### src/rtl/regfile_pkg.sv
// Shared constants, register address/data types and the popcount helper
// used by the register file and its scoreboard.
package regfile_pkg;

  localparam int XLEN_DEF  = 32;
  localparam int NREGS_DEF = 32;
  localparam int AW_DEF    = $clog2(NREGS_DEF);
  localparam int POP_MAX   = 1024;
  localparam int POP_W     = $clog2(POP_MAX) + 1;

  typedef logic [AW_DEF-1:0]   regaddr_t;
  typedef logic [XLEN_DEF-1:0] regdata_t;

  // Callers zero-extend their pending vector to POP_MAX bits.
  function automatic logic [POP_W-1:0] popcount(input logic [POP_MAX-1:0] v);
    logic [POP_W-1:0] c;
    c = '0;
    for (int k = 0; k < POP_MAX; k++) c = c + POP_W'(v[k]);
    return c;
  endfunction

endpackage

### src/rtl/regfile_scoreboard.sv
// Per-register pending bits: set on accepted issue, cleared on writeback,
// with WAW alloc stall and a registered count of pending registers.
module regfile_scoreboard
  import regfile_pkg::*;
#(
  parameter int NREGS  = NREGS_DEF,
  parameter int NWRITE = 1,
  parameter int AW     = $clog2(NREGS)
) (
  input  logic                 clk,
  input  logic                 nrst,
  input  logic [NWRITE-1:0]    wen,
  input  logic [NWRITE*AW-1:0] waddr,
  input  logic                 alloc_valid,
  input  logic [AW-1:0]        alloc_addr,
  output logic                 alloc_ready,
  output logic [NREGS-1:0]     pending,
  output logic [AW:0]          pend_cnt
);

  logic [NREGS-1:0]   pending_q, pending_d;
  logic [AW:0]        pend_cnt_q, pend_cnt_d;
  logic [NREGS-1:0]   clr;
  logic [POP_MAX-1:0] pop_in;

  always_comb begin
    clr = '0;
    for (int j = 0; j < NWRITE; j++)
      if (wen[j]) clr[waddr[j*AW +: AW]] = 1'b1;
  end

  // A writeback landing this cycle frees the register for a new producer.
  assign alloc_ready = alloc_valid &&
                       (alloc_addr == '0 || !pending_q[alloc_addr] || clr[alloc_addr]);

  always_comb begin
    pending_d = pending_q & ~clr;
    if (alloc_ready && alloc_addr != '0) pending_d[alloc_addr] = 1'b1;
    pending_d[0] = 1'b0;
    pop_in = '0;
    pop_in[NREGS-1:0] = pending_d;
    pend_cnt_d = (AW+1)'(popcount(pop_in));
  end

  always_ff @(posedge clk) begin
    if (!nrst) begin
      pending_q  <= '0;
      pend_cnt_q <= '0;
    end else begin
      pending_q  <= pending_d;
      pend_cnt_q <= pend_cnt_d;
    end
  end

  assign pending  = pending_q;
  assign pend_cnt = pend_cnt_q;

endmodule

### src/rtl/regfile_mp_sb.sv
// Multi-port register file (x0 hardwired) with integrated scoreboard.
// Define REGFILE_BYPASS_EN for same-cycle writeback-to-read forwarding.
module regfile_mp_sb
  import regfile_pkg::*;
#(
  parameter int XLEN   = XLEN_DEF,
  parameter int NREGS  = NREGS_DEF,
  parameter int NREAD  = 2,
  parameter int NWRITE = 1,
  parameter int AW     = $clog2(NREGS)
) (
  input  logic                   clk,
  input  logic                   nrst,
  input  logic [NREAD*AW-1:0]    raddr,
  output logic [NREAD*XLEN-1:0]  rdata,
  output logic [NREAD-1:0]       rbusy,
  input  logic [NWRITE-1:0]      wen,
  input  logic [NWRITE*AW-1:0]   waddr,
  input  logic [NWRITE*XLEN-1:0] wdata,
  input  logic                   alloc_valid,
  input  logic [AW-1:0]          alloc_addr,
  output logic                   alloc_ready,
  output logic [AW:0]            pend_cnt
);

  logic [XLEN-1:0]  regs_q [1:NREGS-1];
  logic [XLEN-1:0]  regs_d [1:NREGS-1];
  logic [XLEN-1:0]  rd_view [NREGS];
  logic [NREGS-1:0] pending;

  regfile_scoreboard #(
    .NREGS (NREGS),
    .NWRITE(NWRITE),
    .AW    (AW)
  ) u_sb (
    .clk        (clk),
    .nrst       (nrst),
    .wen        (wen),
    .waddr      (waddr),
    .alloc_valid(alloc_valid),
    .alloc_addr (alloc_addr),
    .alloc_ready(alloc_ready),
    .pending    (pending),
    .pend_cnt   (pend_cnt)
  );

  // Ascending port order lets the highest matching port win.
  always_comb begin
    for (int r = 1; r < NREGS; r++) begin
      regs_d[r] = regs_q[r];
      for (int j = 0; j < NWRITE; j++)
        if (wen[j] && waddr[j*AW +: AW] == AW'(r))
          regs_d[r] = wdata[j*XLEN +: XLEN];
    end
  end

  always_ff @(posedge clk) begin
    for (int r = 1; r < NREGS; r++) begin
      if (!nrst) regs_q[r] <= '0;
      else       regs_q[r] <= regs_d[r];
    end
  end

  // Entry 0 reads as a constant; no storage behind it.
  always_comb begin
    rd_view[0] = '0;
    for (int r = 1; r < NREGS; r++) rd_view[r] = regs_q[r];
  end

  for (genvar i = 0; i < NREAD; i++) begin : g_rd
    logic [AW-1:0]   ra;
    logic [XLEN-1:0] rd;
    logic            rb;

    assign ra = raddr[i*AW +: AW];

    always_comb begin
      rd = rd_view[ra];
      rb = pending[ra];
`ifdef REGFILE_BYPASS_EN
      for (int j = 0; j < NWRITE; j++) begin
        if (wen[j] && waddr[j*AW +: AW] == ra) begin
          rd = wdata[j*XLEN +: XLEN];
          rb = alloc_ready && alloc_addr == ra;
        end
      end
`endif
      if (ra == '0) begin
        rd = '0;
        rb = 1'b0;
      end
    end

    assign rdata[i*XLEN +: XLEN] = rd;
    assign rbusy[i]              = rb;
  end

endmodule

### config.mk
export PLATFORM = sky130hd
export DESIGN_NAME = regfile_mp_sb
export DESIGN_NICKNAME = d
export VERILOG_FILES = /design/src/rtl/regfile_pkg.sv /design/src/rtl/regfile_scoreboard.sv /design/src/rtl/regfile_mp_sb.sv
export SDC_FILE = /design/constraint.sdc
export NUM_CORES = 2
export LEC_CHECK = 0
export BUFFER_PORTS_ARGS = -buffer_cell sky130_fd_sc_hd__buf_2
export CORE_MARGIN = 2
export CORE_UTILIZATION = 45
export DETAILED_ROUTE_END_ITERATION = 6
export SYNTH_ARGS = -nofsm -noshare
export SYNTH_HDL_FRONTEND = slang
export SYNTH_SLANG_ARGS = --single-unit
### constraint.sdc
create_clock -name clk -period 9.9 [get_ports clk]
set_input_delay 1.485 -clock clk [delete_from_list [all_inputs] [get_ports clk]]
set_output_delay 1.485 -clock clk [all_outputs]
set_load 0.1 [all_outputs]
# ---- Yosys cells after proc, flatten, opt, wreduce, memory -nomap -nowiden
# Memories as Yosys holds them, arrays and structs flattened.
# Index checks and enable logic that the tools add are counted.
dict set report word_totals {
  register_bits 38
  mem_bits_rw 992
  inputBits 56
  output_inout_bits 73
  word_cells 239
  n_memories 1
}
# name words width rd rd_clocked_by_memory_dff write_ports line_no
set mem_list {}
lappend mem_list {regs_q 31 32 31 0 31 regfile_mp_sb.sv:26} ;# logic [XLEN-1:0] regs_q [1:NREGS-1];
dict set report classes {
  addsub 30
  order_cmp 8
  eq_ne 31
  n_mux 88
  n_bitwise 36
  n_reduce_logical 42
}
# operator n
set op_table {}
lappend op_table {{32-bit 2-to-1 mux} 70}
lappend op_table {{32-bit binary-select mux with 5-bit select} 2}
lappend op_table {{6-bit by 1-bit adder with 6-bit output} 29}
lappend op_table {{5-bit equality test, second input constant} 16}
lappend op_table {{5-bit by 4-bit equality test with 1-bit output, second input constant} 8}
lappend op_table {{1-bit logical AND} 35}
lappend op_table {{32-bit bitwise AND} 1}
lappend op_table {{32-bit NOT} 1}
lappend op_table {{32-bit OR} 1}
lappend op_table {{1-bit OR} 31}
lappend op_table {{5-bit by 6-bit less-than comparator with 1-bit output, second input constant} 4}
lappend op_table {{1-bit binary-select mux with 5-bit select} 4}
lappend op_table {{5-bit by 3-bit equality test with 1-bit output, second input constant} 4}
lappend op_table {{5-bit zero test} 3}
lappend op_table {{6-bit >= comparator, second input constant} 2}
lappend op_table {{5-bit NOT with 6-bit output} 2}
lappend op_table {{1-bit demux with 5-bit select} 2}
lappend op_table {{5-bit by 2-bit equality test with 1-bit output, second input constant} 2}
lappend op_table {{5-bit by 1-bit >= comparator with 1-bit output, second input constant} 2}
lappend op_table {{1-bit 2-to-1 mux} 10}
lappend op_table {{5-bit by 1-bit equality test with 1-bit output, second input constant} 1}
lappend op_table {{5-bit nonzero test} 1}
lappend op_table {{1-bit by 1-bit adder with 2-bit output} 1}
lappend op_table {{1-bit logical OR} 2}
lappend op_table {{1-bit zero test} 1}

# ---- Longest topological paths before layout
dict set report depth {
  depth_word 41
  ltp_mapped 26
  mapped_depth_nobuf 22
}

# ---- By module
# From an unflattened synthesis, not the netlist that was laid out.
dict set report hier_totals {
  cells_unflattened 6094
  hier_area_um2 56190.1
}
# module instances cells_per_inst area_per_inst_um2 seq_area_each_um2
set by_module_without_submodules {}
lappend by_module_without_submodules {regfile_mp_sb 1 5751 53174.7 19859.0}
lappend by_module_without_submodules {regfile_scoreboard 1 343 3015.4 740.7}

# ---- Least setup slack after synthesis
# No wires, ideal clock.
dict set report synth_path {
  path_type {input port to flip-flop}
  start {input alloc_addr[3]}
  end {register u_sb.pend_cnt_q[4], in the netlist u_sb.pend_cnt[4]}
  setup_ps 115
  arrival_time_ps 7496
  path_slack_ps 2289
  cell_stages 23
  n_path_buf 2
  path_cell_list {buf_2 > or3b_2 > o22ai_1 > or3_4 > a21oi_1 > o31a_2 > buf_6 > a22o_1 > ha_1 > inv_1 > fa_1 > fa_1 > inv_1 > fa_1 > fa_1 > fa_1 > fa_1 > ha_1 > fa_1 > a21o_1 > a21oi_1 > xnor2_1 > and2_1}
}
dict set report synth_via {
  elab_chain_len 38
  elab_cells_between_ends 48
}
# item line_no
set synth_rtl {}
lappend synth_rtl {{from (decl)} regfile_mp_sb.sv:21} ;# input logic [AW-1:0] alloc_addr,
lappend synth_rtl {{branches (longest 7 deep; another with 5-bit by 6-bit less-than comparator with 1-bit output)} n/a}
lappend synth_rtl {{32-bit 2-to-1 mux *} regfile_scoreboard.sv:38} ;# if (alloc_ready && alloc_addr != '0) pending_d[alloc_addr] = 1'b1;
lappend synth_rtl {{named net u_sb.pending_d[2]} regfile_scoreboard.sv:21} ;# logic [NREGS-1:0] pending_q, pending_d;
lappend synth_rtl {{1-bit by 1-bit adder with 2-bit output *} regfile_pkg.sv:18} ;# for (int k = 0; k < POP_MAX; k++) c = c + POP_W'(v[k]);
lappend synth_rtl {{6-bit by 1-bit adder with 6-bit output * (29 in a row)} regfile_pkg.sv:18}
lappend synth_rtl {{to (signal assigned)} regfile_scoreboard.sv:51} ;# pend_cnt_q <= pend_cnt_d;
lappend synth_rtl {{to (decl)} regfile_scoreboard.sv:22} ;# logic [AW:0] pend_cnt_q, pend_cnt_d;
# Mark *: on every way through the listed nets, which the timed path passes. The select of a mux whose other input is x is not followed.
# A chain may end at the register's enable or synchronous reset.

# ---- Final worst setup path
dict set report layout_path {
  start {input alloc_addr[2]}
  end {register u_sb.pend_cnt_q[4], in the netlist u_sb.pend_cnt[4]}
}
# Same word-level chain as after synthesis.

==> metrics.txt <==
status=finished, final reports clean; Fmax=0.129 GHz; CTS root buf=clkbuf_16; RR Startpoint=u_sb.pending[26]$_SDFF_PN0_; final-report hold violation count=0; CTS Sinks=1029; FF-to-FF End=u_sb.pend_cnt[4]$_SDFF_PN0_; Post-synth EDFFs=0; final wirelength=215000 µm; worst min path class=flop to flop; WL/cell=29.8 µm; Worst-Skew Late Latency=0.70 ns; 1st-iter DRT viols=6108; commonest non-fill, non-tap cell in the layout=nand2_1; most frequent cells in the layout=nand2_1 (1992), dfxtp_1 (1029), a21boi_0 (992); CTS tree=built; Reg clk slew, reported paths=0.06 ns; Die H=356 µm; Yosys reg bits=1029; Max Root-Sink Buffers=3; Worst Hold Endpoint=regs_q[0][584]$_SDFFE_PN0P_; syn_nets=5789; Final Util=0.496; YS warnings=0; Main synth FF type=dfxtp_1; VDD IR-drop max=0.164 mV; Detail Placement HPWL=114000 µm; Cell Count, Final, Fillers Out=7190; post-route ant nets=0; first-pass GRT wire length=308000 µm; routed via count=45400; Pre-antenna DRT Iters=6; post-synthesis sequential area ratio=0.368; max-slew violations=0; RSZ-0062 raised after global routing=false; CTS Buf Count=113; I/O pin count=129; Core Area=123000 µm²; Setup Crit Path Kind=primary input to flop; TNS Setup=0 ns; Worst slew margin=0.249; largest net degree at the start of global routing=241; Final Skew=0.00971 ns; minimum hold slack=0.474 ns; final setup vio count=0; ys async rst share=0; Setup crit start kind=primary input; Post-CTS Resized=0; Power Dens Cells=155 nW/µm²; Critical Path AT=8.36 ns; Pleak=19.9 nW; RD Place Congestion=0.899; leading area contributor after synthesis=dfxtp_1; period utilization=0.785; GRT Util Overall=0.333; Inst Count DP=6965; Syn Inst Count=5701; row count=129; Port Buffers=128; post-synth top area share=0.368; Min Clock Period, post-route=7.77 ns; Die ar.=127000 µm²; Reg2Reg Setup Slack=3.15 ns; crit end category=flop; H-tree levels=3; Post-CTS Setup Repair Bufs=0; R2R cell count=21; syn avg cell area=9.81 µm²; area of the mapped netlist=55900 µm²; worst-path fanout max=20; post-synth cell types=54; total of max-cap violations=0; die width=356 µm; hold_buf cts=0; Area Overhead vs Synth=9.47%; Initial Util=0.453; Design Power=9.46 mW; top post-synthesis cells by area=dfxtp_1 (37%), mux4_2 (24%), nand2_1 (14%); antenna violations before repair=26; worst hold path depth=2; vias per inst=6.31; Hold Startpoint=regs_q[0][584]$_SDFFE_PN0P_; fin nets=5531; CP required=10.49 ns; vias in the first global route=43000; Overflow after GRT=0; ratio of cells with drive above 1 in the final layout=0.219; worst-margin pin slew=1.12 ns; DRC violations left=0
[metrics by stage]
step	area, µm²	setup WS, ns
global route	61200	1.92
floorplan	55900	2.29
detailed placement	57200	1.47
CTS	61200	2.22
global placement	57200	1.57
finish	61200	2.13
[sequential cells by signal, summed over array words and instances (netlist names)]
| signal | count |
|---|---|
| u_sb.pend_cnt | 6 |
| u_sb.pending | 31 |
| regs_q | 992 |
[cell usage after synthesis (2+ instances only)]
master and count:
inv_1 29, buf_4 43, a22oi_1 20, clkbuf_1 468
nor2_1 39, a21oi_2 2, buf_2 27, o22ai_1 5
nand3_1 6, nand3b_1 6, o31a_2 2, mux2_2 133
buf_1 36, xnor2_1 3, nand2_1 2022, a21o_1 3
nand2b_1 3, mux4_2 594, mux2i_1 14, ha_1 9
buf_6 16, fa_1 23, nor3_1 2, a21oi_1 5
nor2b_1 7, nand4_1 2, a21boi_0 992, a32o_1 31
nand4b_1 2, nor3b_2 3, xor2_1 2, and2_1 12
a22o_1 79, and3b_1 5, dfxtp_1 1029, o31a_4 2
or3b_2 3, and3_1 2, nor3b_1 4, or3_1 2
[logic make-up after synthesis]
kind of cell	synth area share
adders and majority gates	0.0102
xor gates and xnor gates	0.000783
and+or+nand+nor	0.147
AOI/OAI and AO/OA	0.157
muxes	0.269
buffers and inverters	0.0472
DFF	0.368
[power by group]
| group | switching, mW | internal, mW |
|---|---|---|
| Clock | 1.86 | 2.64 |
| Sequential | 0.0243 | 4.17 |
| Combinational | 0.506 | 0.255 |
| Total | 2.39 | 7.07 |
[worst max-delay path: stages]
cell and delay, ns:
buf_2 0.33, nor3b_1 0.69, a22oi_1 0.20, a31oi_2 0.38, o31a_2 0.48, a22o_1 0.20
ha_1 0.23, inv_1 0.10, fa_1 0.43, fa_1 0.52, inv_1 0.07, fa_1 0.53
fa_1 0.44, fa_1 0.54, fa_1 0.43, ha_1 0.24, fa_1 0.45, a21o_1 0.19
a21oi_1 0.17, xnor2_1 0.08, and2_1 0.15
[routing by layer]
layer	up-vias	routed length, µm	global-route usage
met5	-	94	0
met4	14	8520	0.123
met3	484	26000	0.0845
met2	2529	94000	0.500
met1	22800	86100	0.465
li1	19500	-	-
[worst max-delay path by stage]
| stage | start | to | slack [ns] | cells after the start |
|---|---|---|---|---|
| 5_1_grt | waddr[4] | u_sb.pend_cnt[4]$_SDFF_PN0_ | 1.92 | 22 |
| 3_3_place_gp | waddr[4] | u_sb.pend_cnt[4]$_SDFF_PN0_ | 1.57 | 22 |
| 6_report | alloc_addr[2] | u_sb.pend_cnt[4]$_SDFF_PN0_ | 2.13 | 21 |
| 3_5_place_dp | waddr[4] | u_sb.pend_cnt[4]$_SDFF_PN0_ | 1.47 | 22 |
| 2_1_floorplan | alloc_addr[3] | u_sb.pend_cnt[4]$_SDFF_PN0_ | 2.29 | 23 |
| 4_1_cts | waddr[4] | u_sb.pend_cnt[4]$_SDFF_PN0_ | 2.22 | 22 |
[cell type report]
cell class                      count  area, µm²
Multi-Input combinational cell   4053      33000
Tap cell                         1637       2050
Fill cell                       11200      62300
Sequential cell                  1029      20600
Timing Repair Buffer              217       1490
Clock buffer                      161       3280
Antenna cell                       13       32.5
Clock inverter                     51        652
Inverter                           29        109
Power figures use the tool's default switching activity.
